**src/rtl/stack_arbiter.sv**
```systemverilog
// Two-requester round-robin front end for a single-ported stack.
// One transaction in flight; every output is driven straight from a register.
module stack_arbiter #(
  parameter int DATA_WIDTH = 2
) (
  input  logic                  CLK,
  input  logic                  RST,
  input  logic                  REQ_A,
  input  logic                  REQ_B,
  input  logic                  OP_A,
  input  logic                  OP_B,
  input  logic [DATA_WIDTH-1:0] WDATA_A,
  input  logic [DATA_WIDTH-1:0] WDATA_B,
  output logic                  ACK_A,
  output logic                  ACK_B,
  output logic [DATA_WIDTH-1:0] RDATA,
  output logic                  ERR,
  output logic                  BUSY,
  output logic                  STK_PUSH,
  output logic                  STK_POP,
  output logic [DATA_WIDTH-1:0] STK_DATA_IN,
  input  logic [DATA_WIDTH-1:0] STK_DATA_OUT,
  input  logic                  STK_FULL,
  input  logic                  STK_EMPTY
);

  typedef enum logic [1:0] {IDLE, CMD, SETTLE, RESP} state_e;

  state_e                state_q, state_d;
  logic                  gnt_q, gnt_d;    // 1 = requester B
  logic                  last_q, last_d;  // 1 = B was served last
  logic                  op_q, op_d;
  logic [DATA_WIDTH-1:0] wdata_q, wdata_d;
  logic                  ack_a_q, ack_a_d, ack_b_q, ack_b_d;
  logic                  err_q, err_d, busy_q, busy_d;
  logic                  push_q, push_d, pop_q, pop_d;
  logic [DATA_WIDTH-1:0] rdata_q, rdata_d, sdin_q, sdin_d;
  logic                  win, win_op;
  logic [DATA_WIDTH-1:0] win_data;

  always_comb begin
    state_d  = state_q;
    gnt_d    = gnt_q;
    last_d   = last_q;
    op_d     = op_q;
    wdata_d  = wdata_q;
    ack_a_d  = 1'b0;
    ack_b_d  = 1'b0;
    err_d    = 1'b0;
    push_d   = 1'b0;
    pop_d    = 1'b0;
    rdata_d  = '0;
    sdin_d   = '0;
    win      = (REQ_A && REQ_B) ? ~last_q : REQ_B;
    win_op   = win ? OP_B : OP_A;
    win_data = win ? WDATA_B : WDATA_A;

    case (state_q)
      IDLE: begin
        if (REQ_A || REQ_B) begin
          gnt_d   = win;
          last_d  = win;
          op_d    = win_op;
          wdata_d = win_data;
          if ((win_op && STK_FULL) || (!win_op && STK_EMPTY)) begin
            state_d = RESP;
            err_d   = 1'b1;
            ack_a_d = ~win;
            ack_b_d = win;
          end else begin
            state_d = CMD;
            push_d  = win_op;
            pop_d   = ~win_op;
            sdin_d  = win_op ? win_data : '0;
          end
        end
      end
      CMD:    state_d = SETTLE;
      SETTLE: begin
        // Response is loaded here so RDATA/ACK leave the flops together in RESP.
        state_d = RESP;
        rdata_d = op_q ? wdata_q : STK_DATA_OUT;
        ack_a_d = ~gnt_q;
        ack_b_d = gnt_q;
      end
      RESP:    state_d = IDLE;
      default: state_d = IDLE;
    endcase

    busy_d = (state_d != IDLE);
  end

  always_ff @(posedge CLK) begin
    if (RST) begin
      state_q <= IDLE;
      gnt_q   <= 1'b0;
      last_q  <= 1'b1;
      op_q    <= 1'b0;
      wdata_q <= '0;
      ack_a_q <= 1'b0;
      ack_b_q <= 1'b0;
      err_q   <= 1'b0;
      busy_q  <= 1'b0;
      push_q  <= 1'b0;
      pop_q   <= 1'b0;
      rdata_q <= '0;
      sdin_q  <= '0;
    end else begin
      state_q <= state_d;
      gnt_q   <= gnt_d;
      last_q  <= last_d;
      op_q    <= op_d;
      wdata_q <= wdata_d;
      ack_a_q <= ack_a_d;
      ack_b_q <= ack_b_d;
      err_q   <= err_d;
      busy_q  <= busy_d;
      push_q  <= push_d;
      pop_q   <= pop_d;
      rdata_q <= rdata_d;
      sdin_q  <= sdin_d;
    end
  end

  assign ACK_A       = ack_a_q;
  assign ACK_B       = ack_b_q;
  assign RDATA       = rdata_q;
  assign ERR         = err_q;
  assign BUSY        = busy_q;
  assign STK_PUSH    = push_q;
  assign STK_POP     = pop_q;
  assign STK_DATA_IN = sdin_q;

endmodule

```
**config.mk**
```make
export PLATFORM = sky130hd
export DESIGN_NAME = stack_arbiter
export DESIGN_NICKNAME = d
export VERILOG_FILES = /design/src/rtl/stack_arbiter.sv
export SDC_FILE = /design/constraint.sdc
export NUM_CORES = 1
export LEC_CHECK = 0
export ABC_AREA = 1
export CORE_UTILIZATION = 40
export DETAILED_ROUTE_END_ITERATION = 7
export PLACE_DENSITY = 0.71
export SKIP_CTS_REPAIR_TIMING = 1
export SYNTH_ARGS = -nofsm -noshare
export SYNTH_HDL_FRONTEND = slang
export SYNTH_SLANG_ARGS = --single-unit
```
**constraint.sdc**
```tcl
create_clock -name CLK -period 1.55 [get_ports CLK]
set_input_delay 0.31 -clock CLK [delete_from_list [all_inputs] [get_ports CLK]]
set_output_delay 0.31 -clock CLK [all_outputs]
set_load 0.05 [all_outputs]
```
==> qor.yml <==
ant_nets: 0
yosysWarnings: 0
hold_path_class: "register to register"
start_util: 0.426
cts.sink_count: 17
p_leak_uw: 0.000491
endpoint_kind: "register"
power_density_mw_per_mm2: 1540
core_area_sq_mm: 0.00171
period_needed_ps: 1320
ys_seq_elements: 17
finalSetupViolCount: 0
worst_pin_slew_ps: 327
grt_pass1_vias: 530
syn_area_per_cell_sq_um: 8.09
criticalPathCategory: "register to register"
worst_path_max_delay_cell: "dfxtp_1"
avgViaCountPerCell: 4.48
max_freq_mhz: 756
cts_tree: "built"
peakVddDrop_uv: 819
portBuffers: 23
cts_max_path_buffers: 2
skew_ps: 1.68
rsz0062_at_grt: "no"
power_uw: 1540
grt_start_max_net_pins: 11
htreeDepth: 1
hold_depth: 2
wl_per_cell_um: 9.70
numCtsBuffers: 3
drt-initial-drc-count: 12
clk_pin_slew_ps: 90
syn2layout_area_growth_pct: 37.3
cap_violations: 0
worstSetupStartpointType: "register"
post-route-period-util: 0.853
crit_required_ps: 1780
seq_area_sq_um: 340
multiInputGateArea_sq_um: 327
dieArea_sq_mm: 0.00199
antenna_found_initial: 0
worstPathCellList: "inv_1, ha_1, inv_1, nor2_4, nand2_4, clkinv_4, nand2_4, nor2_2"
drive_gt1_frac: 0.271
root_buffer: "clkbuf_4"
post-dp-hpwl_mm: 1.10
finalMaxSlewViolations: 0
synth_area_sq_um: 728
fp.dieW_um: 44.7
fp.dieH_um: 44.7
track_usage: 0.155
hold_ws_ps: 464
status: "finished, final reports clean"
r2r_cells: 8
n_antenna_cell: 0
slew_headroom: 0.780
fillCellCount: 150
first_pass_iters: 4
clk_latency_ps: 290
max_stage_delay_ps: 310
post-route-drc-count: 0
drt_wl_total_mm: 1.39
mostFrequentLayoutCells: "dfxtp_1 (17), nand2_1 (17), clkdlybuf4s50_1 (13)"
pin_count: 24
grt_overflow_total: 0
crit_fanout: 8
final_hold_viol_count: 0
grt_pass1_wl_mm: 2.16
synth_fp_nets: 106
syn_inst: 90
gp_congestion: 0.783
ys_types: 16
vias: 641
yosysSeqAreaShare: 0.467
std_cell_rows: 15
arrival_ps: 1560
nets: 135
flip-flops by register name, indices dropped and copies added, names as in the netlist:
signal,cells
RDATA,2
STK_DATA_IN,2
state_q,2
wdata_q,2
ACK_A,1
ACK_B,1
BUSY,1
ERR,1
STK_POP,1
STK_PUSH,1
gnt_q,1
last_q,1
op_q,1
cells in the mapped netlist:
cell,instances,area (sq um)
a21oi_1,7,35.0
clkinv_4,1,8.76
dfxtp_1,17,340
ha_1,2,25.0
inv_1,12,45.0
inv_2,2,7.51
nand2_1,17,63.8
nand2_2,6,37.5
nand2_4,2,22.5
nand3_1,10,50.1
nor2_1,1,3.75
nor2_2,3,18.8
nor2_4,2,22.5
nor3b_2,1,12.5
o21ai_0,6,30.0
o21ai_1,1,5.00
through the flow:
step	cell area, sq um	util	setup TNS, ps	std cells	worst slack, ps
floorplan	728	-	0	90	388
global placement	972	0.569	-69.5	139	-41.8
detailed placement	972	0.569	-62.1	139	-28.9
CTS	1000	0.585	0	143	236
global route	1000	0.585	0	143	77.9
finish	1000	0.585	0	143	227
power breakdown:
| group | switching (uW) | internal [uW] |
|---|---|---|
| combinational | 464 | 238 |
| sequential | 51.3 | 552 |
| clock | 135 | 95.9 |
final cells by class:
type	instances	area share
sequential	17	0.340
multi-input combinational	58	0.327
timing repair buffer	24	0.213
inverter	15	0.0613
tap	25	0.0313
clock buffer	3	0.0225
clock inverter	1	0.00501
critical path: cells and delay by family, from the launching register on:
family                     cells  cell delay [ps]
buffers and inverters          3              270
and+or+nand+nor                4              450
adders and majority gates      1              250
DFF                            1              310
kinds of logic after synthesis:
logic type	after synthesis	synth area share
buf+inv	15	0.0842
compound gates	14	0.0962
simple gates	42	0.318
flops	17	0.467
fa+ha+maj	2	0.0344
final timing paths:
| kind | slack [ps] | from | to |
|---|---|---|---|
| setup / recovery | 230 | state_q[0]$_SDFF_PP0_ | STK_DATA_IN[0]$_SDFF_PP0_ |
| hold / removal | 460 | gnt_q$_SDFFE_PP0P_ | gnt_q$_SDFFE_PP0P_ |
| setup reg to reg | 230 | state_q[0]$_SDFF_PP0_ | STK_DATA_IN[0]$_SDFF_PP0_ |
| hold reg to reg | 460 | gnt_q$_SDFFE_PP0P_ | gnt_q$_SDFFE_PP0P_ |
layer usage:
layer  part of all wire  global-route usage  vias up
li1                   -                   -      341
met5                  0                   0        -
met4              0.026               0.109        0
met3              0.079              0.0449        5
met1               0.44               0.194      268
met2               0.46               0.226       27
(Power assumes the default switching activity.)
